===== config.mk =====
export PLATFORM = sky130hd
export DESIGN_NAME = max_pool_2x2_stream
export DESIGN_NICKNAME = d
export VERILOG_FILES = /design/src/rtl/max_pool_2x2_stream_pkg.sv /design/src/rtl/max_pool_2x2_stream_row_buf.sv /design/src/rtl/max_pool_2x2_stream.sv
export SDC_FILE = /design/constraint.sdc
export NUM_CORES = 1
export LEC_CHECK = 0
export CAP_MARGIN = 10
export CORE_MARGIN = 2
export CORE_UTILIZATION = 45
export CTS_CLUSTER_DIAMETER = 40
export DETAILED_ROUTE_END_ITERATION = 6
export GPL_TIMING_DRIVEN = 0
export PLACE_DENSITY = 0.69
export RECOVER_POWER = 25
export SETUP_SLACK_MARGIN = 0.1
export SKIP_CTS_REPAIR_TIMING = 1
export SLEW_MARGIN = 15
export SYNTH_ARGS = -nofsm -noshare
export SYNTH_HDL_FRONTEND = slang
export SYNTH_SLANG_ARGS = --single-unit

===== constraint.sdc =====
create_clock -name clk -period 3.19 [get_ports clk]
set_input_delay 0.4785 -clock clk [delete_from_list [all_inputs] [get_ports clk]]
set_output_delay 0.4785 -clock clk [all_outputs]
set_load 0.02 [all_outputs]

===== src/rtl/max_pool_2x2_stream_pkg.sv =====
// Shared helpers for the 2x2/stride-2 max-pooling stage.
//   dim_ok     : image dimension legality (even and at least 2)
//   idx_width  : index width for a table of n entries, never below 1 bit
package max_pool_2x2_stream_pkg;

    function automatic bit dim_ok(input int n);
        return (n >= 2) && ((n % 2) == 0);
    endfunction

    function automatic int idx_width(input int n);
        return (n > 1) ? $clog2(n) : 1;
    endfunction

endpackage


===== src/rtl/max_pool_2x2_stream_row_buf.sv =====
// Half-width row buffer holding the horizontal pair maxima of an even row
// until the matching odd row arrives.
// Ports:
//   clk      : clock, rising edge
//   we_i     : write enable
//   addr_i   : entry index (shared by the write and the read port)
//   wdata_i  : value written to entry addr_i
//   rdata_o  : asynchronous read of entry addr_i
// Plain flops without reset: every entry is written on an even row before it
// is read on the following odd row, so the power-up content never matters.
module pool_row_buf #(
    parameter int DATA_WIDTH = 8,
    parameter int DEPTH      = 14,
    parameter int AW         = 4
) (
    input  logic                  clk,
    input  logic                  we_i,
    input  logic [AW-1:0]         addr_i,
    input  logic [DATA_WIDTH-1:0] wdata_i,
    output logic [DATA_WIDTH-1:0] rdata_o
);

    logic [DATA_WIDTH-1:0] rd_vec [DEPTH];

    generate
        for (genvar gi = 0; gi < DEPTH; gi++) begin : g_entry
            logic [DATA_WIDTH-1:0] entry_q;

            always_ff @(posedge clk) begin
                if (we_i && (addr_i == AW'(gi))) begin
                    entry_q <= wdata_i;
                end
            end

            assign rd_vec[gi] = entry_q;
        end
    endgenerate

    assign rdata_o = rd_vec[addr_i];

endmodule


===== src/rtl/max_pool_2x2_stream.sv =====
// Streaming 2x2/stride-2 max pooling of one channel's feature map.
// Input pixels arrive in raster order; the pooled map (IMG_W/2 x IMG_H/2)
// leaves in raster order, one cycle after the beat that completes each block.
// Ports:
//   clk, rst_n           : clock and asynchronous active-low reset
//   clr                  : synchronous frame abort (wins over a same-cycle beat)
//   in_valid/in_ready    : input handshake, in_data signed pixel
//   out_valid/out_ready  : output handshake, out_data signed pooled pixel
//   frame_done           : one-cycle pulse after the last pooled pixel is accepted
module max_pool_2x2_stream
    import max_pool_2x2_stream_pkg::*;
#(
    parameter int DATA_WIDTH = 8,
    parameter int IMG_W      = 28,
    parameter int IMG_H      = 28
) (
    input  logic                  clk,
    input  logic                  rst_n,
    input  logic                  clr,
    input  logic                  in_valid,
    output logic                  in_ready,
    input  logic [DATA_WIDTH-1:0] in_data,
    output logic                  out_valid,
    input  logic                  out_ready,
    output logic [DATA_WIDTH-1:0] out_data,
    output logic                  frame_done
);

    generate
        if (!dim_ok(IMG_W) || !dim_ok(IMG_H)) begin : g_dim_check
            $error("max_pool_2x2_stream: IMG_W and IMG_H must be even and >= 2");
        end
    endgenerate

    localparam int CW     = $clog2(IMG_W);
    localparam int RW     = $clog2(IMG_H);
    localparam int HALF_W = IMG_W / 2;
    localparam int AW     = idx_width(HALF_W);

    function automatic logic signed [DATA_WIDTH-1:0] smax(
        input logic signed [DATA_WIDTH-1:0] a,
        input logic signed [DATA_WIDTH-1:0] b
    );
        return (a > b) ? a : b;
    endfunction

    logic [CW-1:0]                col_q;
    logic [RW-1:0]                row_q;
    logic signed [DATA_WIDTH-1:0] pair_q;
    logic signed [DATA_WIDTH-1:0] out_data_q;
    logic                         out_valid_q;
    logic                         last_q;
    logic                         frame_done_q;

    logic                         can_take;
    logic                         beat;
    logic                         accept;
    logic                         col_last;
    logic                         row_last;
    logic                         emit;
    logic                         rb_we;
    logic [AW-1:0]                rb_addr;
    logic signed [DATA_WIDTH-1:0] pair_max;
    logic signed [DATA_WIDTH-1:0] pool_max;
    logic [DATA_WIDTH-1:0]        rb_rdata;

    // Space exists when nothing is pending or the pending result leaves this
    // cycle. rst_n is only folded into the visible in_ready; the flops are held
    // in reset anyway, so the internal beat does not need it.
    assign can_take = ~out_valid_q | out_ready;
    assign in_ready = rst_n & can_take;

    assign beat     = in_valid & can_take & ~clr;
    assign accept   = out_valid_q & out_ready;
    assign col_last = (col_q == CW'(IMG_W - 1));
    assign row_last = (row_q == RW'(IMG_H - 1));

    // Odd columns close a horizontal pair: even rows park it in the row
    // buffer, odd rows combine it with the parked pair to finish a block.
    assign pair_max = smax(pair_q, in_data);
    assign pool_max = smax(rb_rdata, pair_max);
    assign rb_we    = beat & col_q[0] & ~row_q[0];
    assign emit     = beat & col_q[0] &  row_q[0];
    assign rb_addr  = AW'(col_q >> 1);

    pool_row_buf #(
        .DATA_WIDTH (DATA_WIDTH),
        .DEPTH      (HALF_W),
        .AW         (AW)
    ) u_row_buf (
        .clk     (clk),
        .we_i    (rb_we),
        .addr_i  (rb_addr),
        .wdata_i (pair_max),
        .rdata_o (rb_rdata)
    );

    always_ff @(posedge clk or negedge rst_n) begin
        if (!rst_n) begin
            col_q        <= '0;
            row_q        <= '0;
            pair_q       <= '0;
            out_data_q   <= '0;
            out_valid_q  <= 1'b0;
            last_q       <= 1'b0;
            frame_done_q <= 1'b0;
        end else if (clr) begin
            col_q        <= '0;
            row_q        <= '0;
            out_valid_q  <= 1'b0;
            last_q       <= 1'b0;
            frame_done_q <= 1'b0;
        end else begin
            frame_done_q <= accept & last_q;

            if (beat) begin
                if (col_last) begin
                    col_q <= '0;
                    row_q <= row_last ? '0 : row_q + 1'b1;
                end else begin
                    col_q <= col_q + 1'b1;
                end
                if (!col_q[0]) begin
                    pair_q <= in_data;
                end
            end

            // A reload in the accept cycle keeps full throughput.
            if (emit) begin
                out_data_q  <= pool_max;
                out_valid_q <= 1'b1;
                last_q      <= row_last & col_last;
            end else if (accept) begin
                out_valid_q <= 1'b0;
            end
        end
    end

    assign out_valid  = out_valid_q;
    assign out_data   = out_data_q;
    assign frame_done = frame_done_q;

endmodule


==> out/results.ini, run 1 <==
[run_status]
status = finished with violations
violations = capacitance limit, slew limit, setup timing

[placed_design]
place_congestion = 0.8785
io_buffers = 23
hpwl_mm = 8.523

[synthesis]
synthAdderAreaFrac_pct = 3.580
ys_async_sr_fraction_pct = 20.57
synth_cells = 414
synth.avg_cell_area_um2 = 15.20
synthSimpleGateAreaFrac_pct = 8.294
synth_edf_count = 112
yosysTopAreaCell = edfxtp_1
synth_top_family_by_area = multiplexers
dominantRegCellSynth = edfxtp_1
yosysSeqAreaShare_pct = 65.00
yosys-mux-area-fraction_pct = 12.29
synth-xor-area-share_pct = 0
synth_compound_area_share_pct = 7.200
synth_top_area_share_pct = 53.46
synth-seq-cells = 141
mappedNetlistArea_um2 = 6291
synth.area.top_cells = edfxtp_1, dfrtp_1, mux4_1
yosysWarnings = 0
synth_nets = 445
synth.distinct_cells = 50

[die]
core.rowCount = 43
die_width_um = 122.2
die-area_um2 = 14940
io_pins = 24
start_util_pct = 45.68
fp.dieH_um = 122.2
fp.coreArea_um2 = 13770

[cts]
clock_sinks = 141
cts_tree = done
h-tree-depth = 4
clkTransAtPathRegs_ns = 0.06
cts_buffer_depth = 2
cts_buffers = 17
clk_latency_ns = 0.42
root_buffer = clkbuf_16

[cells_and_area]
fillers = 1083
syn2layout_area_growth_pct = 23.21
mostFrequentLayoutCell = edfxtp_1
n_antenna_cell = 0
drive_gt1_share_pct = 27.84
nets = 503
seq_area_um2 = 4090
multi_input_area_um2 = 2246
layout.cells.most_common_list = edfxtp_1, dfrtp_1, mux2_2

[detailed_routing]
dr.pass1.iters = 5
drt_wl_total_mm = 12.79
drcViolationCount = 0
drt_iter0_markers = 332
antenna_left = 0
via_per_inst = 5.608
wl_per_cell_um = 19.23
vias = 3729

[sta]
rsz0062_at_grt = true
worst_pin_slew_ns = 1.600
fin_crit_sh_pct = 104.2
finalSetupViolCount = 8
fin_setup_tns_ns = -0.9586
period_needed_ns = 3.325
setup_ws_ns = -0.1345
relSlewSlack_pct = -6.687
max_freq_mhz = 300.8
drv_slew = 31
hold_viol_final = 0
clock_skew_ns = 0.01010

[min_path]
hp-class = in -> reg
min_from = in_data[2]

[worst_setup_path]
cp_data_arrival_time_ns = 3.62
crit_family = compound AO/OA/AOI/OAI gates
worstPathCellList = buf_6 -> buf_12 -> mux4_2 -> o22ai_2 -> nor3_2 -> a221o_1 -> ha_4 -> or4b_4 -> o32ai_4 -> nor2_4 -> a22oi_1 -> o21ai_1
cp_max_fo = 7
critPathCaptureType = register
critPathSlowestCell = mux4_2
start_kind = register
crit_buf_inv = 2
criticalPathCategory = reg -> reg
cp_data_required_time_ns = 3.49
slowest_delay_ns = 0.52
timing.rr.start = col_q[1]
crit_start = col_q[1]

[grt]
grt_max_degree = 31
grt_pass1_vias = 3736
grt_pass1_wl_mm = 19.91
overflow = 0
antenna_found_initial = 0
grtUsageTotal_pct = 18.24

[run]
timing.max_cap.violations = 1

[pwr]
total_leakage_power_nw = 2.801
ir_worst_vdd_v = 0.0003918
power_mw = 4.727
cellPowerDensity_nw_per_um2 = 609.8

-- synth_stat cells (2+ instances only) --
master / n
clkbuf_1: 2
o22ai_1: 8
nand4_1: 2
nor2_1: 26
a22oi_1: 9
or3_1: 3
mux4_2: 5
a221o_1: 7
nand3_1: 9
ha_1: 18
mux2_2: 25
o32ai_1: 2
a21oi_1: 12
mux2i_1: 9
edfxtp_1: 112
nand2b_1: 7
inv_1: 19
a211oi_1: 7
dfrtp_1: 29
nor2b_1: 9
o21ai_0: 9
and2_1: 3
mux4_1: 11
nor3_1: 14
and2b_1: 2
buf_6: 3
o21ai_1: 2
or4b_1: 2
clkbuf_4: 2
buf_4: 7
a31oi_1: 2
nand2_1: 19
-- where the power goes --
| part | internal [mW] | switching, mW | total (mW) |
|---|---|---|---|
| clock | 1.08 | 0.781 | 1.86 |
| combinational | 0.297 | 0.402 | 0.699 |
| sequential | 2.13 | 0.0301 | 2.16 |
-- state kept, by name (all words and copies together) (netlist names) --
| signal | flops |
|---|---|
| col_q | 5 |
| frame_done | 1 |
| last_q | 1 |
| out_data | 8 |
| out_valid | 1 |
| pair_q | 8 |
| row_q | 5 |
| u_row_buf.g_entry.entry_q | 112 |
-- kinds of logic after synthesis --
logic type / Yosys count
multiplexers: 50
AO/OA/AOI/OAI: 66
flip-flops: 141
buffers and inverters: 37
AND/OR/NAND/NOR: 102
adder cells (fa/ha/maj): 18
-- path summary, 6_finish.rpt --
check	slack [ns]	depth (start not counted)	end
hold / removal	0.39	2	pair_q[2]
hold reg to reg	0.51	2	frame_done
setup / recovery	-0.13	12	out_data[6]
setup reg to reg	-0.13	12	out_data[6]
max in group asynchronous	1.69	1	pair_q[7]
min in group asynchronous	0.46	1	row_q[4]
-- cell type report --
class / instances / area share (%)
well taps: 180 / 2.906
repair buffers: 39 / 5.020
clock inverters: 14 / 1.743
flip-flops and latches: 141 / 52.77
plain buffers: 18 / 2.034
inverters: 19 / 1.017
multi-input cells: 236 / 28.97
clock buffers: 18 / 5.537
-- metrics by stage --
step	utilization, %	std cells	instance area [um^2]	setup WS, ns	hold WS (ns)
final	56.28	665	7751	-0.1345	0.3901
after global routing	56.28	665	7751	-0.2642	0.4023
after CTS	53.82	649	7413	-0.6480	0.1055
after detailed placement	49.73	617	6849	-1.076	0.5085
after global placement	49.62	617	6834	-0.9731	0.4982
after floorplan	-	414	6379	0.03012	0.1829
-- metal layers --
metal / GRT usage, % / wire length (um) / up-vias
li1: - / - / 1735
met1: 23.66 / 5519 / 1874
met2: 28.54 / 6209 / 94
met3: 4.879 / 696 / 26
met4: 8.908 / 364 / 0
met5: 0 / 0 / -
No activity file was read; power rests on OpenSTA's default activity.
==> inputs of run 2 (changes only) <==
CTS_BUF_LIST = sky130_fd_sc_hd__clkbuf_4 sky130_fd_sc_hd__clkbuf_8 sky130_fd_sc_hd__clkbuf_16   (was default)
GPL_ROUTABILITY_DRIVEN = 0   (was default)
SLEW_MARGIN = default   (was 15)
==> run 2 against run 1 <==
Combinational power grew 7.0%. Critical path depth is the same. Global-route usage grew 0.25 points. Worst setup slack lost 0.11 ns. Sequential power is essentially flat. Clock skew shrank 0.0020 ns. Via count grew 1.8%. Final area grew 1.7%. Clock power grew 8%. The flow finishes with violations (setup timing). Die area is the same. First-iteration DRC count shrank 13%.
==> out/results.ini, run 2 (same netlist as run 1, synthesis figures left out) <==
[run_status]
status = finished with violations  ; unchanged
violations = setup timing  ; was capacitance limit, slew limit, setup timing

[worst_setup_path]
crit_buf_inv = 3  ; was 2
r2r_cells = 12  ; unchanged
criticalPathCategory = reg -> reg  ; unchanged
timing.rr.start = col_q[1]  ; unchanged
reg2reg_to = out_data[0]  ; was out_data[6]
cp_data_required_time_ns = 3.50  ; was 3.49 ns
cp_max_fo = 8  ; was 7
critPathSlowestCell = mux4_2  ; unchanged
r2r_slack_ns = -0.25  ; was -0.13 ns
slowest_delay_ns = 0.52  ; about the same
critPathCaptureType = register  ; unchanged
cp_data_arrival_time_ns = 3.74  ; was 3.62 ns
start_kind = register  ; unchanged
worstPathCellList = buf_6 -> buf_12 -> mux4_2 -> o22ai_2 -> nor3_2 -> a221o_1 -> ha_4 -> or4b_4 -> o32ai_4 -> buf_4 -> nor3_1 -> a211o_1  ; was buf_6 -> buf_12 -> mux4_2 -> o22ai_2 -> nor3_2 -> a221o_1 -> ha_4 -> or4b_4 -> o32ai_4 -> nor2_4 -> a22oi_1 -> o21ai_1
crit_family = compound AO/OA/AOI/OAI gates  ; unchanged

[die]
fp.coreArea_um2 = 13770  ; unchanged
fp.dieH_um = 122.2  ; unchanged
core.rowCount = 43  ; unchanged
start_util_pct = 45.68  ; unchanged
io_pins = 24  ; unchanged
die_width_um = 122.2  ; unchanged
die-area_um2 = 14940  ; unchanged

[sta]
worst_pin_slew_ns = 0.8223  ; was 1.600 ns
clock_skew_ns = 0.008107  ; was 0.01010 ns
fin_crit_sh_pct = 107.7  ; was 104.2%
hold_viol_final = 0  ; unchanged
max_freq_mhz = 291.0  ; was 300.8 MHz
rsz0062_at_grt = true  ; unchanged
period_needed_ns = 3.437  ; was 3.325 ns
setup_ws_ns = -0.2466  ; was -0.1345 ns
drv_slew = 0  ; was 31
fin_setup_tns_ns = -1.723  ; was -0.9586 ns
relSlewSlack_pct = 44.98  ; was -6.687%
finalSetupViolCount = 8  ; unchanged

[detailed_routing]
dr.pass1.iters = 5  ; unchanged
via_per_inst = 5.657  ; was 5.608
wl_per_cell_um = 20.10  ; was 19.23 um
drcViolationCount = 0  ; unchanged
drt_iter0_markers = 288  ; was 332
vias = 3796  ; was 3,729
drt_wl_total_mm = 13.49  ; was 12.79 mm
antenna_left = 0  ; unchanged

[cells_and_area]
largest_reg_flops = 112  ; unchanged
nets = 509  ; was 503
largest-register = u_row_buf.g_entry.entry_q  ; unchanged
mostFrequentLayoutCell = edfxtp_1  ; unchanged
layout.cells.most_common_list = edfxtp_1, dfrtp_1, buf_4  ; was edfxtp_1, dfrtp_1, mux2_2
final_core_utilization_pct = 57.23  ; was 56.28%
drive_gt1_share_pct = 29.94  ; was 27.84%
post-route-cell-area_um2 = 7883  ; was 7751 um^2
syn2layout_area_growth_pct = 25.30  ; was 23.21%
n_antenna_cell = 0  ; unchanged

[grt]
grt_pass1_wl_mm = 20.10  ; was 19.91 mm
antenna_found_initial = 0  ; unchanged
grtUsageTotal_pct = 18.49  ; was 18.24%
grt_max_degree = 19  ; was 31
grt_pass1_vias = 3760  ; was 3,736
overflow = 0  ; unchanged

[cts]
cts_buffers = 17  ; unchanged
cts_tree = done  ; unchanged
cts_buffer_depth = 2  ; unchanged
h-tree-depth = 4  ; unchanged
clk_latency_ns = 0.42  ; about the same
clkTransAtPathRegs_ns = 0.06  ; about the same
clock_sinks = 141  ; unchanged
root_buffer = clkbuf_16  ; unchanged

[placed_design]
preCtsSetupSlack_ns = -1.060  ; was -1.076 ns
dpl_cell_area_um2 = 6877  ; was 6849 um^2
hpwl_mm = 8.638  ; was 8.523 mm
io_buffers = 23  ; unchanged

[pwr]
cellPowerDensity_nw_per_um2 = 624.6  ; was 609.8 nW/um^2
total_leakage_power_nw = 2.871  ; was 2.801 nW
ir_worst_vdd_v = 0.0003871  ; was 0.0003918 V
power_mw = 4.924  ; was 4.727 mW

[min_path]
holdPathEnd = pair_q[1]  ; was pair_q[2]
hp-class = in -> reg  ; unchanged
min_from = in_data[1]  ; was in_data[2]
holdPathStages = 2  ; unchanged

[run]
timing.max_cap.violations = 0  ; was 1

run 2: cell count changes in the layout (fill, tap and decap cells not counted), sizes merged:
cell | previous run | this run
clkinvlp | 5 | 3
clkdlybuf4s50 | 12 | 13
clkinv | 3 | 5
bufinv | 1 | 3
clkbuf | 25 | 26
buf | 27 | 32
inv | 24 | 21
run 2: area by class of cell:
| type | instances | area, um^2 |
|---|---|---|
| Timing Repair Buffer | 45 | 457.9 |
| Clock buffer | 19 | 440.4 |
| Clock inverter | 13 | 165.2 |
| Tap cell | 180 | 225.2 |
| Inverter | 19 | 78.83 |
| Sequential cell | 141 | 4090 |
| Fill cell | 1077 | 5891 |
| Multi-Input combinational cell | 236 | 2267 |
| Buffer | 18 | 157.7 |
run 2: how the worst max path moves through the flow:
stage,cells past startpoint,start,endpoint
after floorplan,13,in_data[7],out_data[1]
after CTS,14,in_data[7],out_data[5]
after detailed placement,14,in_data[7],out_data[5]
after global placement,14,in_data[7],out_data[3]
after global routing,12,col_q[1],out_data[0]
final,12,col_q[1],out_data[0]
run 2: metrics by stage:
step / instances / hold slack [ns]
final: 671 / 0.4014
after global routing: 671 / 0.4075
after CTS: 652 / 0.4866
after detailed placement: 620 / 0.5067
after global placement: 617 / 0.4982
after floorplan: 414 / 0.1829
run 2: metal layers:
metal  vias up  part of all wire (%)  track usage (%)
met3        31                   4.5            4.693
met5         -                     0                0
met2       117                    50            30.24
li1       1750                     -                -
met4         0                   2.9            7.759
met1      1898                    43            23.52
run 2: report_power, final:
group	switching [mW]	leakage, nW	internal [mW]	total (mW)
registers	0.0310	1.39	2.13	2.16
logic	0.422	1.19	0.326	0.748
clock network	0.763	0.288	1.25	2.01
==> inputs of run 3 (changes only) <==
CORE_MARGIN = 10   (was 2)
==> run 3 against run 2 <==
The flow still finishes with violations (setup timing). Register-to-register slack gained 0.09 ns. Clock power shrank 13%. Critical path depth is the same. First-iteration DRC count grew 13%. Critical endpoint is now out_data[3]. Maximum frequency grew 2.7%.
==> out/results.ini, run 3 (same netlist as run 1, synthesis figures left out) <==
[sta]
rsz0062_at_grt = true  ; unchanged
whs_ns = 0.3835  ; was 0.4014 ns
worst_pin_slew_ns = 0.7664  ; was 0.8223 ns
setup_ws_ns = -0.1552  ; was -0.2466 ns
relSlewSlack_pct = 48.72  ; was 44.98%
period_needed_ns = 3.345  ; was 3.437 ns
drv_slew = 0  ; unchanged
finalSetupViolCount = 8  ; unchanged
fin_crit_sh_pct = 104.9  ; was 107.7%
max_freq_mhz = 298.9  ; was 291.0 MHz
hold_viol_final = 0  ; unchanged
fin_setup_tns_ns = -0.8741  ; was -1.723 ns
clock_skew_ns = 0.008107  ; about the same

[worst_setup_path]
cp_data_arrival_time_ns = 3.64  ; was 3.74 ns
start_kind = register  ; unchanged
critPathCaptureType = register  ; unchanged
cp_max_fo = 8  ; unchanged
r2r_cells = 12  ; unchanged
criticalPathCategory = reg -> reg  ; unchanged
cp_data_required_time_ns = 3.49  ; was 3.50 ns

[cts]
cts_buffer_depth = 2  ; unchanged
cts_buffers = 17  ; unchanged
clk_latency_ns = 0.43  ; was 0.42 ns
root_buffer = clkbuf_16  ; unchanged
clkTransAtPathRegs_ns = 0.06  ; about the same
h-tree-depth = 4  ; unchanged
cts_tree = done  ; unchanged
clock_sinks = 141  ; unchanged

[cells_and_area]
nets = 503  ; was 509
fillers = 1079  ; was 1,077
largest_reg_flops = 112  ; unchanged
drive_gt1_share_pct = 27.48  ; was 29.94%
final_core_utilization_pct = 56.13  ; was 57.23%
multi_input_area_um2 = 2246  ; was 2267 um^2
seq_area_um2 = 4089  ; was 4090 um^2
layout.cells.most_common_list = edfxtp_1, dfrtp_1, mux2_2  ; was edfxtp_1, dfrtp_1, buf_4
instances_no_fill = 664  ; was 671
syn2layout_area_growth_pct = 22.89  ; was 25.30%
n_antenna_cell = 0  ; unchanged
largest-register = u_row_buf.g_entry.entry_q  ; unchanged
mostFrequentLayoutCell = edfxtp_1  ; unchanged

[grt]
grt_pass1_wl_mm = 20.97  ; was 20.10 mm
antenna_found_initial = 0  ; unchanged
grt_max_degree = 18  ; was 19
overflow = 0  ; unchanged
grt_pass1_vias = 3785  ; was 3,760
grtUsageTotal_pct = 13.98  ; was 18.49%

[pwr]
cellPowerDensity_nw_per_um2 = 595.3  ; was 624.6 nW/um^2
total_leakage_power_nw = 2.795  ; was 2.871 nW
power_mw = 4.603  ; was 4.924 mW
ir_worst_vdd_v = 0.0004157  ; was 0.0003871 V

[detailed_routing]
drcViolationCount = 0  ; unchanged
drt_iter0_markers = 324  ; was 288
antenna_left = 0  ; unchanged
wl_per_cell_um = 20.15  ; was 20.10 um
drt_wl_total_mm = 13.38  ; was 13.49 mm
vias = 3737  ; was 3,796
dr.pass1.iters = 4  ; was 5
via_per_inst = 5.628  ; was 5.657

[die]
die-area_um2 = 19110  ; was 14,940 um^2
start_util_pct = 45.68  ; unchanged
core.rowCount = 43  ; unchanged
fp.coreArea_um2 = 13770  ; unchanged
die_width_um = 138.2  ; was 122.2 um
fp.dieH_um = 138.2  ; was 122.2 um
io_pins = 24  ; unchanged

[placed_design]
dp.cells = 622  ; was 620
hpwl_mm = 9.066  ; was 8.638 mm
io_buffers = 23  ; unchanged

[run_status]
violations = setup timing  ; unchanged
status = finished with violations  ; unchanged

[min_path]
holdPathStages = 3  ; was 2
hp-class = in -> reg  ; unchanged

[run]
timing.max_cap.violations = 0  ; unchanged

## run 3: layer usage
metal  share of wire, %  up-vias  routed length, um  GRT usage [%]
met2                 49       89               6490          21.89
met4                3.0        0                403          6.382
met1                 44     1884               5939          17.67
met3                4.1       25                547          3.836
li1                   -     1739                  -              -
met5                  0        -                  0              0
## run 3: area by class of cell
cell class	instances	area share, %
plain buffers	18	2.039
clock buffers	17	5.503
clock inverters	14	1.246
inverters	19	1.020
multi-input cells	236	29.05
flip-flops and latches	141	52.89
well taps	180	2.913
repair buffers	39	5.341
## run 3: metrics by stage
| stage | cell area, um^2 | setup slack [ns] |
|---|---|---|
| after global placement | 6834 | -0.9373 |
| after global routing | 7731 | -0.2750 |
| after CTS | 7411 | -0.5752 |
| after detailed placement | 6889 | -0.9989 |
| final | 7731 | -0.1552 |
| after floorplan | 6379 | 0.03012 |
## run 3: critical path, stage by stage, from the launching register on
cell	delay, ns
dfrtp_1	0.36
buf_6	0.16
buf_12	0.12
mux4_2	0.50
o22ai_2	0.17
nor3_2	0.07
a221o_1	0.33
ha_4	0.29
or4b_4	0.46
o32ai_4	0.34
nor2_4	0.11
a22oi_2	0.18
o21ai_1	0.09
## run 3: final timing paths
| path | slack [ns] | to | startpoint |
|---|---|---|---|
| setup reg to reg | -0.16 | out_data[3] | col_q[1] |
| max in group asynchronous | 2.08 | pair_q[5] | rst_n |
| setup / recovery | -0.16 | out_data[3] | col_q[1] |
| hold reg to reg | 0.51 | frame_done | last_q |
| min in group asynchronous | 0.57 | col_q[2] | rst_n |
| hold / removal | 0.38 | pair_q[0] | in_data[0] |
## run 3: power by group
| part | internal, mW | switching (mW) | total (mW) |
|---|---|---|---|
| clock network | 0.984 | 0.762 | 1.75 |
| logic | 0.290 | 0.404 | 0.695 |
| registers | 2.13 | 0.0292 | 2.16 |
| total | 3.41 | 1.20 | 4.60 |
